`config.mk`:
```
export PLATFORM = sky130hd
export DESIGN_NAME = uart_multibyte_transmitter
export DESIGN_NICKNAME = d
export VERILOG_FILES = /design/src/rtl/uart_multibyte_transmitter.sv
export SDC_FILE = /design/constraint.sdc
export NUM_CORES = 1
export LEC_CHECK = 0
export ABC_AREA = 1
export BUFFER_PORTS_ARGS = -buffer_cell sky130_fd_sc_hd__buf_2
export CAP_MARGIN = 20
export CELL_PAD_IN_SITES_DETAIL_PLACEMENT = 1
export CELL_PAD_IN_SITES_GLOBAL_PLACEMENT = 2
export CORE_UTILIZATION = 35
export CTS_CLUSTER_SIZE = 16
export DETAILED_ROUTE_END_ITERATION = 7
export PLACE_DENSITY_LB_ADDON = 0.08
export SLEW_MARGIN = 20
export SYNTH_ARGS = -nofsm -noshare
export SYNTH_HDL_FRONTEND = slang
export SYNTH_SLANG_ARGS = --single-unit
```
`constraint.sdc`:
```
create_clock -name clk -period 3.6 [get_ports clk]
set_input_delay 0.72 -clock clk [delete_from_list [all_inputs] [get_ports clk]]
set_output_delay 0.72 -clock clk [all_outputs]
set_load 0.01 [all_outputs]
```
`src/rtl/uart_multibyte_transmitter.sv`:
```
// Serialises one 2^MSG_LOG_WIDTH-byte message as back-to-back 8N1 frames,
// most-significant byte first, LSB first within each byte.
module uart_multibyte_transmitter #(
  parameter int CLK_CYCLES    = 33,
  parameter int MSG_LOG_WIDTH = 2
) (
  input  logic                                clk,
  input  logic                                reset_n,
  input  logic [8*(2**MSG_LOG_WIDTH)-1:0]     data,
  input  logic                                valid,
  output logic                                ready,
  output logic                                uart_tx,
  output logic                                busy
);

  localparam int NBYTES = 2**MSG_LOG_WIDTH;
  localparam int W      = 8*NBYTES;
  localparam int CW     = (CLK_CYCLES > 1) ? $clog2(CLK_CYCLES) : 1;
  localparam int BW     = (MSG_LOG_WIDTH > 0) ? MSG_LOG_WIDTH : 1;

  typedef enum logic [1:0] {IDLE, START, DATA, STOP} state_t;

  state_t          state_q;
  logic [W-1:0]    shreg_q;
  logic [CW-1:0]   cnt_q;
  logic [2:0]      bit_q;
  logic [BW-1:0]   byte_q;
  logic            tx_q;
  logic            ready_q;

  logic [7:0]      cur_byte;
  logic            cnt_wrap;
  logic            last_byte;

  // The byte on the wire is always the top byte; it is shifted out after each stop bit.
  assign cur_byte  = shreg_q[W-1 -: 8];
  assign cnt_wrap  = (cnt_q == CW'(CLK_CYCLES-1));
  assign last_byte = (byte_q == BW'(NBYTES-1));

  assign ready   = ready_q;
  assign busy    = ~ready_q;
  assign uart_tx = tx_q;

  always_ff @(posedge clk or negedge reset_n) begin
    if (!reset_n) begin
      state_q <= IDLE;
      shreg_q <= '0;
      cnt_q   <= '0;
      bit_q   <= '0;
      byte_q  <= '0;
      tx_q    <= 1'b1;
      ready_q <= 1'b1;
    end else begin
      if (state_q != IDLE) begin
        cnt_q <= cnt_wrap ? '0 : cnt_q + 1'b1;
      end
      case (state_q)
        IDLE: begin
          if (valid) begin
            shreg_q <= data;
            cnt_q   <= '0;
            bit_q   <= '0;
            byte_q  <= '0;
            tx_q    <= 1'b0;
            ready_q <= 1'b0;
            state_q <= START;
          end
        end
        START: begin
          if (cnt_wrap) begin
            tx_q    <= cur_byte[0];
            bit_q   <= '0;
            state_q <= DATA;
          end
        end
        DATA: begin
          if (cnt_wrap) begin
            if (bit_q == 3'd7) begin
              tx_q    <= 1'b1;
              bit_q   <= '0;
              state_q <= STOP;
            end else begin
              tx_q  <= cur_byte[bit_q + 3'd1];
              bit_q <= bit_q + 3'd1;
            end
          end
        end
        STOP: begin
          if (cnt_wrap) begin
            if (last_byte) begin
              byte_q  <= '0;
              ready_q <= 1'b1;
              state_q <= IDLE;
            end else begin
              byte_q  <= byte_q + 1'b1;
              shreg_q <= shreg_q << 8;
              tx_q    <= 1'b0;
              state_q <= START;
            end
          end
        end
        default: state_q <= IDLE;
      endcase
    end
  end

endmodule
```
## Yosys cells after proc, flatten, opt, wreduce, memory -nomap -nowiden

Index checks and enable logic that the tools add are counted.
W data, S select, Z words.

- Register bits: 47
- Bits in latches: 0
- Memory bits (writable): 0
- Memory bits (read-only): 0
- Input bits: 35
- Output and inout bits: 3
- Logic and storage cells: 71
- Memories kept: 0

- Add/subtract/negate cells: 3
- Multiply operators: 0
- Divide/modulo/power cells: 0
- Order comparisons: 1
- Equality and inequality tests: 13
- Shift operators: 0
- Multiplexer cells: 36
- Bitwise operators: 1
- Reductions and logical operators: 10

Operator list:

| operator | count |
|---|---|
| $mux W32 | 3 |
| $pmux W32 S2 | 1 |
| $mux W6 | 4 |
| $mux W2 | 8 |
| $ne A2 B2 Y1 const B | 7 |
| $mux W3 | 4 |
| $reduce_and A4 Y1 | 3 |
| $mux W1 | 10 |
| $reduce_and A5 Y1 | 2 |
| $pmux W3 S3 | 1 |
| $pmux W2 S4 | 1 |
| $add A6 B1 Y6 const B | 1 |
| $eq A2 B2 Y1 const B | 3 |
| $eq A6 B6 Y1 const B | 1 |
| $lt A3 B4 Y1 const B | 1 |
| $pmux W1 S4 | 1 |
| $pmux W2 S2 | 1 |
| $reduce_bool A2 Y1 | 2 |
| $add A3 B1 Y3 const B | 1 |
| $bmux W1 S3 | 1 |
| $eq A3 B3 Y1 const B | 1 |
| $reduce_and A3 Y1 | 1 |
| $reduce_bool A3 Y1 | 1 |
| $add A2 B1 Y2 const B | 1 |
| 4 further kinds | 4 |

## Depth between registers and ports, before layout

Gate-level depths: netlist of run 1.

- Depth in word-level cells: 6
- Depth in mapped cells: 11
- Mapped depth without buffers: 10

## Least setup slack after synthesis of run 1

Ideal clock, no wire load.

- Path kind: reg2reg
- From: register state_q[0]
- To: register shreg_q[7]
- Setup time: 117 ps
- Data arrival time: 1551 ps
- Required time: 3483 ps
- Path slack: 1932 ps
- Cell stages (with the launch flop): 12
- Buffers on the path: 1
- Period minus slack after synthesis: 1668 ps
- Cell sequence: dfrtp_1 > inv_1 > ha_1 > inv_2 > nor2_4 > inv_2 > nand3b_4 > nor2_4 > inv_2 > buf_2 > nand2_1 > nand2_1

- Longest elaborated chain between the ends: 3
- Elaborated cells between the ends (all ways): 8
- Classes of those cells: eq/ne (4); mux (1); reduce/logical (3)

Ends and longest elaborated chain:

| item | line | source |
|---|---|---|
| start, declared | 23 | `state_t state_q;` |
| start signal, assigned | 46 | `state_q <= IDLE;` |
| start signal, assigned | 66 | `state_q <= START;` |
| start signal, assigned | 73 | `state_q <= DATA;` |
| $eq A2 B2 Y1 or $logic_not A2 Y1 (tied branches) | 57 | `case (state_q)` |
| $ne A2 B2 Y1 (no source line) or $reduce_bool A2 Y1 (tied branches) | n/a |  |
| $reduce_and A4 Y1 (no source line) | n/a |  |
| end signal, assigned | 60 | `shreg_q <= data;` |
| end signal, assigned | 96 | `shreg_q <= shreg_q << 8;` |
| end, declared | 24 | `logic [W-1:0] shreg_q;` |

Parallel ways exist; a longest one is shown, timed or not.
A chain may end at the register's enable or synchronous reset.

## Worst setup path in the final report of run 1

- From: register state_q[0]
- To: register shreg_q[24]

Same word-level chain as after synthesis.

==> impl_metrics.tcl, run 1 <==
set metrics [dict create \
    route.detailed.drc 0 \
    syn_area_per_cell_um2 7.72 \
    initial_utilization_pct 36.5 \
    fillers 893 \
    ant_nets 0 \
    finalSetupViolations 0 \
    leakagePower_nw 1.55 \
    synth.cells.most_frequent "sky130_fd_sc_hd__nand2_1 (137), sky130_fd_sc_hd__dfrtp_1 (45), sky130_fd_sc_hd__inv_1 (31), sky130_fd_sc_hd__o21ai_0 (31), sky130_fd_sc_hd__nand3_1 (19)" \
    numCtsBuffers 5 \
    via_count_of_the_first_global_routing_pass 2115 \
    critical_path.startpoint_type "flop" \
    dieArea_mm2 0.00751 \
    crit_top_cell "sky130_fd_sc_hd__nand2_1" \
    flow.area_growth_from_synthesis_pct 13.9 \
    yosysTopAreaCell "sky130_fd_sc_hd__dfrtp_1" \
    layout-drive-gt1-share_pct 17.4 \
    multi_input_comb_area_mm2 0.00114 \
    most_instantiated_library_cell_after_synthesis "sky130_fd_sc_hd__nand2_1" \
    post_synth_instance_area_mm2 0.00251 \
    synthFlopType "sky130_fd_sc_hd__dfrtp_1" \
    fin_crit_sh_pct 65.7 \
    cp_data_arrival_time_ns 2.56 \
    timing_worst_setup_path_type "reg2reg" \
    final_max_slew_viol_count 0 \
    vias 2105 \
    cp_num_buf_inv 2 \
    crit_fanout 40 \
    p_clk_share_pct 13.7 \
    ys_seq_elements 47 \
    fin_setup_tns_ns 0 \
    r2r_setup_slack_ns 1.24 \
    share_comb_of_total_power_pct 48.2 \
    track_usage_pct 17.2 \
    hold_slack_ns 0.436 \
    slowest_stage "sky130_fd_sc_hd__ha_1" \
    fmax_mhz 423 \
    routed_wl_um 5710 \
    grt-ovfl-total 0 \
    switching_power_mw 1.03 \
    clock_latency_ns 0.30 \
    cap_viol_max_count 0 \
    final_nets 406 \
    number_of_top_level_pins 38 \
    count_of_flip_flops_with_a_built_in_enable_after_synthesis 0 \
    finalCriticalPeriod_ns 2.36 \
    fp-row-count 30 \
    hold_viol_final 0 \
    grt_start_max_net_pins 41 \
    share_of_power_burned_in_registers_pct 38.2 \
    worst_hold_path_type "in2async" \
    place.port_buffers 37 \
    synthesis.nets 370 \
    coreArea_mm2 0.00687 \
    ctsLongestPathBuffers 2 \
    synthArstFlopShare_pct 100 \
    cts.htree.levels 2 \
    routed_via_density 4.60 \
    synth_largest_type_area_fraction_pct 44.9 \
    clock_skew_ns 0.00483 \
    holdBufCountCts 0 \
    clock_sinks 47 \
    critical_path.endpoint_type "flop" \
    drt-wirelength-per-cell_um 12.5 \
    switching_part_of_the_total_power_pct 45.0 \
    distinct_cells_synth 26 \
    worst_slew_margin_rel_pct 56.5 \
    final.setup.worst_slack_ns 1.24 \
    power-per-cell-area_mw_per_mm2 803 \
    rsz_0062_raised_after_global_routing "false" \
    critPathMaxStageDelay_ns 0.58 \
    floorplan.die.height_um 86.7 \
    worstPathCellList "ha_1, nor2_1, nand3b_4, nor2_4, buf_4, inv_2, nand2_1, nand2_1" \
    worst-endpoint-required_ns 3.79 \
    worst_slack_at_placement_ns 1.19 \
    worst_r2r_path_depth 8 \
    register_area_share_after_synthesis_pct 47.0 \
    worstReg2RegStart "state_q[0]$_DFFE_PN0P_" \
    dieWidth_um 86.7 \
    post_cts_resize_count 0 \
    insertedDiodeCount 0 \
    outcome "finished, final reports clean" \
    power_report.internal_total_mw 1.26 \
    critPathTopFamily "buffers and inverters" \
    worst_r2r_endpoint "shreg_q[24]$_DFFE_PN0P_" \
    clk_pin_slew_worst_paths_ns 0.09 \
    globalplace.congestion 0.735 \
    register_area_mm2 0.00118 \
    least_margin_pin_slew_ns 0.652 \
    first_iter_violations 65 \
    postCtsSetupBuffers 0 \
    warnings_synthesis 0 \
    detailedRoute.firstPassIterationCount 4 \
    dp_hpwl_um 4200 \
    root_driver "sky130_fd_sc_hd__clkbuf_8" \
    number_of_antenna_violations_at_the_first_check_in_global_routing 0 \
    ir_worst_vdd_mv 0.217 \
    tritoncts "yes" \
    synthesis.instances 325 \
    first_pass_grt_wire_length_um 10100 \
    synth_top_cells_by_area "sky130_fd_sc_hd__dfrtp_1 (45%), sky130_fd_sc_hd__nand2_1 (20%), sky130_fd_sc_hd__o21ai_0 (6.2%)" \
]
power groups by stage:
| stage | Combinational, mW | Sequential [mW] | Clock, mW |
|---|---|---|---|
| 3_3_place_gp | 1.11 | 0.884 | 0 |
| 2_1_floorplan | 0.905 | 0.859 | 0 |
| 5_1_grt | 1.32 | 0.908 | 0.352 |
| 6_report | 1.11 | 0.876 | 0.314 |
| 4_1_cts | 1.14 | 0.880 | 0.335 |
| 3_5_place_dp | 1.14 | 0.891 | 0 |
per-stage QoR:
stage	std cells	utilization [%]	area [um^2]	power (mW)
5_1_grt	458	41.6	2860	2.58
6_report	458	41.6	2860	2.29
3_3_place_gp	450	40.4	2780	1.99
3_5_place_dp	450	40.4	2780	2.03
2_1_floorplan	325	-	2510	1.76
4_1_cts	458	41.6	2860	2.36
registers in the layout (all words and copies together) (netlist names):
name / flops
byte_q: 2
bit_q: 3
cnt_q: 6
uart_tx: 1
ready: 1
shreg_q: 32
state_q: 2
area by class of cell:
class	count	area share (%)
clock buffer	7	2.67
clock inverter	1	0.175
inverter	34	4.47
multi-input combinational	233	39.9
sequential	47	41.3
tap	96	4.20
timing repair buffer	40	7.27
cell usage in the layout, fill, tap and decap left out, drive strengths merged:
cell    Yosys  final
clkbuf      3      7
a21oi       2      2
ha         10     10
buf         8     40
nor2       12     12
dfrtp      45     45
nor3        1      1
nand2     138    138
clkinv      0      1
xor2        4      4
o22ai       2      2
nand3b      2      2
nand4       1      1
nand3      19     19
dfstp       2      2
o21ai      41     41
a211oi      1      1
inv        34     34
logic make-up (layout without fill, tap and decap cells):
kind of cell | count (synthesis) | in the layout | share of synthesized area, %
AO/OA/AOI/OAI | 46 | 46 | 10.3
XOR/XNOR | 4 | 4 | 1.40
adder cells (fa/ha/maj) | 10 | 10 | 4.99
buffers and inverters | 45 | 82 | 7.53
flip-flops | 47 | 47 | 47.0
AND/OR/NAND/NOR | 173 | 173 | 28.8
worst max path at each step:
| stage | from | endpoint | slack, ns | cells past startpoint |
|---|---|---|---|---|
| after floorplan | state_q[0]$_DFFE_PN0P_ | shreg_q[7]$_DFFE_PN0P_ | 1.93 | 11 |
| after global placement | state_q[0]$_DFFE_PN0P_ | shreg_q[1]$_DFFE_PN0P_ | 1.29 | 8 |
| after detailed placement | state_q[0]$_DFFE_PN0P_ | shreg_q[1]$_DFFE_PN0P_ | 1.19 | 8 |
| after CTS | state_q[0]$_DFFE_PN0P_ | shreg_q[1]$_DFFE_PN0P_ | 1.17 | 8 |
| after global routing | state_q[0]$_DFFE_PN0P_ | shreg_q[24]$_DFFE_PN0P_ | 0.90 | 8 |
| final | state_q[0]$_DFFE_PN0P_ | shreg_q[24]$_DFFE_PN0P_ | 1.24 | 8 |
layer usage:
metal  track usage, %  up-vias  part of all wire (%)  wire length, um
met5                0        -                     0                0
met4             5.45        0                   1.3               76
met3             2.57        7                   2.4              137
met2             28.2       27                    48             2720
met1             23.4      987                    49             2780
li1                 -     1084                     -                -
No activity file was read; power rests on OpenSTA's default activity.
==> inputs of run 2 (changes only) <==
- ABC_AREA: 1 -> 0
- CORE_UTILIZATION: 35 -> 32
- clock period: 3.6 -> 2 ns (I/O delays scaled with it)
==> impl_metrics.tcl, run 2 <==
set metrics [dict create \
    fp-row-count 31 \
    timing_worst_setup_path_type "reg2reg" \
    flip_flop_count_of_the_largest_register_all_copies_and_words_added 32 \
    layout-drive-gt1-share_pct 23.4 \
    grt_start_max_net_pins 57 \
    grt-ovfl-total 0 \
    holdBufCountCts 0 \
    ys_seq_elements 47 \
    insertedDiodeCount 0 \
    number_of_top_level_pins 38 \
    critical_path.startpoint_type "flop" \
    synthesis.nets 284 \
    fin_crit_sh_pct 91.3 \
    clock_skew_ns 0.00896 \
    outcome "finished, final reports clean" \
    worst_hold_path_type "in2async" \
    finalCriticalPeriod_ns 1.83 \
    least_margin_pin_slew_ns 0.503 \
    ant_nets 0 \
    number_of_antenna_violations_at_the_first_check_in_global_routing 0 \
    top_reg_by_flops "shreg_q" \
    cap_viol_max_count 0 \
    cp_data_arrival_time_ns 2.08 \
    post_cts_resize_count 0 \
    crit_fanout 12 \
    post_synth_instance_area_mm2 0.00242 \
    first_pass_grt_wire_length_um 9390 \
    clock_latency_ns 0.31 \
    place.port_buffers 37 \
    vias 1814 \
    dieWidth_um 89.1 \
    largest_registers "shreg_q: 32 flops, cnt_q: 6 flops, bit_q: 3 flops" \
    switching_part_of_the_total_power_pct 40.7 \
    finalSetupViolations 0 \
    postCtsSetupBuffers 0 \
    synth.cells.most_frequent "sky130_fd_sc_hd__dfrtp_1 (45), sky130_fd_sc_hd__nand2_1 (38), sky130_fd_sc_hd__mux2i_1 (30), sky130_fd_sc_hd__o21ai_0 (22), sky130_fd_sc_hd__o21ai_1 (11)" \
    fillers 865 \
    warnings_synthesis 0 \
    root_driver "sky130_fd_sc_hd__clkbuf_8" \
    via_count_of_the_first_global_routing_pass 1889 \
    first_iter_violations 71 \
    track_usage_pct 15.8 \
    synthFlopType "sky130_fd_sc_hd__dfrtp_1" \
    synth_top_cells_by_area "sky130_fd_sc_hd__dfrtp_1 (46%), sky130_fd_sc_hd__mux2i_1 (12%), sky130_fd_sc_hd__nand2_1 (5.9%)" \
    clock_sinks 47 \
    count_of_flip_flops_with_a_built_in_enable_after_synthesis 0 \
    power-per-cell-area_mw_per_mm2 1470 \
    floorplan.die.height_um 89.1 \
    hold_viol_final 0 \
    share_of_power_burned_in_registers_pct 38.6 \
    synthesis.instances 239 \
    ctsLongestPathBuffers 2 \
    numCtsBuffers 5 \
    most_instantiated_library_cell_after_synthesis "sky130_fd_sc_hd__dfrtp_1" \
    routed_wl_um 5540 \
    p_total_mw 4.24 \
    power_report.internal_total_mw 2.51 \
    final_nets 326 \
    synth_largest_type_area_fraction_pct 46.4 \
    route.detailed.drc 0 \
    leakagePower_nw 1.32 \
    tritoncts "yes" \
    dieArea_mm2 0.00793 \
    cts.htree.levels 2 \
    p_clk_share_pct 14.4 \
    layout.cells.most_common "sky130_fd_sc_hd__dfrtp_1" \
    ir_worst_vdd_mv 0.543 \
    critical_path.endpoint_type "flop" \
    rsz_0062_raised_after_global_routing "false" \
    globalplace.congestion 0.751 \
    final_cell_mix "sky130_fd_sc_hd__dfrtp_1 (44), sky130_fd_sc_hd__nand2_1 (38), sky130_fd_sc_hd__buf_2 (37), sky130_fd_sc_hd__mux2i_1 (30), sky130_fd_sc_hd__o21ai_0 (22)" \
    clk_pin_slew_worst_paths_ns 0.10 \
    fmax_mhz 548 \
    synthArstFlopShare_pct 100 \
    initial_utilization_pct 33.3 \
    share_comb_of_total_power_pct 47.0 \
    drt-wirelength-per-cell_um 14.6 \
    dp_hpwl_um 4150 \
    fin_setup_tns_ns 0 \
    final_max_slew_viol_count 0 \
    syn_area_per_cell_um2 10.1 \
    worst_slew_margin_rel_pct 66.4 \
    distinct_cells_synth 37 \
    yosysTopAreaCell "sky130_fd_sc_hd__dfrtp_1" \
    switching_power_mw 1.72 \
    coreArea_mm2 0.00729 \
    worst-endpoint-required_ns 2.25 \
    register_area_share_after_synthesis_pct 48.6 \
    routed_via_density 4.76 \
    flow.area_growth_from_synthesis_pct 18.8 \
    detailedRoute.firstPassIterationCount 4 \
]
run 2: cell families after synthesis:
logic type | share of synthesized area (%)
AOI/OAI and AO/OA | 16.5
and+or+nand+nor | 12.3
adders and majority gates | 5.16
muxes | 12.8
buffers and inverters | 4.59
DFF | 48.6
run 2: cell type report:
type | instances | area (um^2) | area share [%]
Multi-Input combinational cell | 168 | 1140 | 39.7
Sequential cell | 47 | 1180 | 41.0
Inverter | 8 | 30.0 | 1.04
Tap cell | 99 | 124 | 4.30
Clock buffer | 6 | 72.6 | 2.52
Clock inverter | 2 | 16.3 | 0.565
Timing Repair Buffer | 51 | 315 | 10.9
run 2: per-stage QoR:
| stage | cells | hold WS (ns) | cell area (um^2) | setup WS, ns | util [%] |
|---|---|---|---|---|---|
| after global placement | 373 | 0.399 | 2790 | 0.171 | 38.2 |
| after floorplan | 239 | 0.104 | 2420 | 0.126 | - |
| after global routing | 381 | 0.0822 | 2880 | 0.0128 | 39.5 |
| after CTS | 381 | 0.0694 | 2870 | 0.0611 | 39.4 |
| final | 381 | 0.0444 | 2880 | 0.175 | 39.5 |
| after detailed placement | 373 | 0.409 | 2790 | 0.0819 | 38.2 |
run 2: worst max-delay path: stages, from the launching register on:
cell,delay (ns)
sky130_fd_sc_hd__dfrtp_2,0.43
sky130_fd_sc_hd__inv_1,0.10
sky130_fd_sc_hd__ha_1,0.25
sky130_fd_sc_hd__inv_1,0.09
sky130_fd_sc_hd__nor2_1,0.06
sky130_fd_sc_hd__buf_4,0.18
sky130_fd_sc_hd__or3_4,0.41
sky130_fd_sc_hd__nor3_1,0.15
sky130_fd_sc_hd__a21o_1,0.10
run 2: power by group through the flow:
stage | sequential [mW] | clock, mW | combinational, mW
2_1_floorplan | 1.58 | 0 | 1.53
3_3_place_gp | 1.65 | 0 | 1.98
3_5_place_dp | 1.66 | 0 | 2.02
4_1_cts | 1.64 | 0.630 | 2.02
5_1_grt | 1.69 | 0.663 | 2.30
6_report | 1.64 | 0.612 | 1.99
run 2: layer usage:
metal  global-route usage [%]  part of all wire [%]  up-vias
met5                        0                     0        -
met4                     3.90                  0.41        0
met3                     3.79                   2.5        4
met2                     23.1                    44       23
met1                     23.3                    53      861
li1                         -                     -      926
run 2: worst paths after layout:
check	startpoint	endpoint	slack, ns	depth (start not counted)
worst max-delay path	state_q[0]$_DFFE_PN0P_	bit_q[0]$_DFFE_PN0P_	0.17	8
min in group clk	data[2]	shreg_q[2]$_DFFE_PN0P_	0.30	2
worst max register to register	state_q[0]$_DFFE_PN0P_	bit_q[0]$_DFFE_PN0P_	0.17	8
max in group asynchronous	reset_n	shreg_q[17]$_DFFE_PN0P_	1.42	2
worst min-delay path	reset_n	shreg_q[30]$_DFFE_PN0P_	0.04	1
worst min register to register	shreg_q[22]$_DFFE_PN0P_	shreg_q[22]$_DFFE_PN0P_	0.49	2
==> inputs of run 3 (changes only) <==
- CORE_MARGIN: default -> 2
==> impl_metrics.tcl, run 3 (same netlist as run 2, synthesis figures left out) <==
set metrics [dict create \
    globalplace.congestion 0.742 \
    flip_flop_count_of_the_largest_register_all_copies_and_words_added 32 \
    vias 1828 \
    layout.cells.non_filler 378 \
    final_nets 324 \
    worst_slack_at_placement_ns 0.154 \
    clk_pin_slew_worst_paths_ns 0.09 \
    fin_setup_tns_ns 0 \
    largest_registers "shreg_q: 32 flops, cnt_q: 6 flops, bit_q: 3 flops" \
    worstReg2RegStart "state_q[1]$_DFFE_PN0P_" \
    first_iter_violations 47 \
    cp_data_arrival_time_ns 2.03 \
    ir_worst_vdd_mv 0.477 \
    timing_worst_setup_path_type "reg2reg" \
    leakagePower_nw 1.32 \
    critical_path.startpoint_type "flop" \
    drt-wirelength-per-cell_um 14.6 \
    finalSetupViolations 0 \
    fp-row-count 31 \
    numCtsBuffers 5 \
    ant_nets 0 \
    hold_viol_final 0 \
    place.port_buffers 37 \
    crit_start "state_q[1]$_DFFE_PN0P_" \
    root_driver "sky130_fd_sc_hd__clkbuf_8" \
    setup.worst_path.end "shreg_q[1]$_DFFE_PN0P_" \
    critPathMaxStageDelay_ns 0.40 \
    routed_via_density 4.84 \
    first_pass_grt_wire_length_um 9620 \
    worstPathCellList "inv_1, ha_1, inv_1, nor2_2, a211o_1, buf_12, a22o_1" \
    worst_slew_margin_rel_pct 78.4 \
    clock_latency_ns 0.30 \
    clock_skew_ns 0.00850 \
    ctsLongestPathBuffers 2 \
    finalCriticalPeriod_ns 1.84 \
    fin_crit_sh_pct 91.8 \
    dieWidth_um 91.1 \
    worst-endpoint-required_ns 2.19 \
    post-route-util_pct 39.3 \
    final_max_slew_viol_count 0 \
    rsz_0062_raised_after_global_routing "false" \
    cap_viol_max_count 0 \
    grt_start_max_net_pins 57 \
    via_count_of_the_first_global_routing_pass 1909 \
    worst_r2r_endpoint "shreg_q[1]$_DFFE_PN0P_" \
    number_of_antenna_violations_at_the_first_check_in_global_routing 0 \
    crit_fanout 56 \
    grt-ovfl-total 0 \
    route.detailed.drc 0 \
    postCtsSetupBuffers 0 \
    dieArea_mm2 0.00829 \
    final.setup.worst_slack_ns 0.165 \
    least_margin_pin_slew_ns 0.324 \
    slowest_stage "sky130_fd_sc_hd__dfrtp_1" \
    flow.area_growth_from_synthesis_pct 18.1 \
    dp_hpwl_um 4040 \
    layout-drive-gt1-share_pct 22.9 \
    r2r_setup_slack_ns 0.16 \
    critical_path.endpoint_type "flop" \
    worst_hold_path_type "in2async" \
    routed_wl_um 5530 \
    detailedRoute.firstPassIterationCount 4 \
    place.detailed.instances 371 \
    top_reg_by_flops "shreg_q" \
    layout.cells.most_common "sky130_fd_sc_hd__dfrtp_1" \
    outcome "finished, final reports clean" \
    floorplan.die.height_um 91.1 \
    crit_top_cell "sky130_fd_sc_hd__inv_1" \
    fmax_mhz 545 \
    clock_sinks 47 \
    cts.htree.levels 2 \
    final_cell_mix "sky130_fd_sc_hd__dfrtp_1 (45), sky130_fd_sc_hd__nand2_1 (38), sky130_fd_sc_hd__buf_2 (37), sky130_fd_sc_hd__mux2i_1 (30), sky130_fd_sc_hd__o21ai_0 (22)" \
    coreArea_mm2 0.00729 \
    initial_utilization_pct 33.3 \
    tritoncts "yes" \
    worst_r2r_path_depth 7 \
    track_usage_pct 14.6 \
    number_of_top_level_pins 38 \
    insertedDiodeCount 0 \
    power-per-cell-area_mw_per_mm2 1460 \
]
## run 3: worst min-delay path by stage
stage / from / to / cells past startpoint
2_1_floorplan: reset_n / bit_q[0]$_DFFE_PN0P_ / 0
3_3_place_gp: reset_n / shreg_q[4]$_DFFE_PN0P_ / 2
3_5_place_dp: reset_n / shreg_q[4]$_DFFE_PN0P_ / 2
4_1_cts: reset_n / shreg_q[4]$_DFFE_PN0P_ / 2
5_1_grt: reset_n / shreg_q[5]$_DFFE_PN0P_ / 2
6_report: reset_n / shreg_q[4]$_DFFE_PN0P_ / 2
## run 3: area by class of cell
class,count,area [um^2]
Inverter,8,30.0
Tap cell,99,124
Clock inverter,2,13.8
Sequential cell,47,1180
Multi-Input combinational cell,168,1150
Fill cell,874,4430
Clock buffer,5,68.8
Timing Repair Buffer,49,300
## run 3: through the flow
step,hold WS [ns],instance area [um^2],power (mW)
detailed placement,0.411,2770,3.66
CTS,0.0715,2850,4.24
floorplan,0.104,2420,3.11
global placement,0.413,2770,3.62
global route,0.0859,2860,4.59
finish,0.0579,2860,4.18
## run 3: report_power, final
| part | total [mW] | internal, mW | switching [mW] | leakage (nW) |
|---|---|---|---|---|
| Sequential | 1.63 | 1.36 | 0.270 | 0.598 |
| Clock | 0.575 | 0.240 | 0.335 | 0.0440 |
| Combinational | 1.97 | 0.868 | 1.10 | 0.674 |
## run 3: what timing repair did
item	in CTS	in global routing
setup endpoints to repair	0	35
hold buffers	0	0
gates resized for setup	0	2
## run 3: worst max-delay path, delay by kind of cell (launching register included)
family,cells,cell delay (ns)
compound gates,2,0.51
fa+ha+maj,1,0.23
buf+inv,3,0.46
flops,1,0.40
simple gates,1,0.09
## run 3: routing by layer
layer  GRT usage [%]  wire [um]  up-vias
li1                -          -      923
met1            21.3       2960      874
met2            21.7       2330       26
met3            2.82        163        5
met4            4.55         77        0
met5               0          0        -
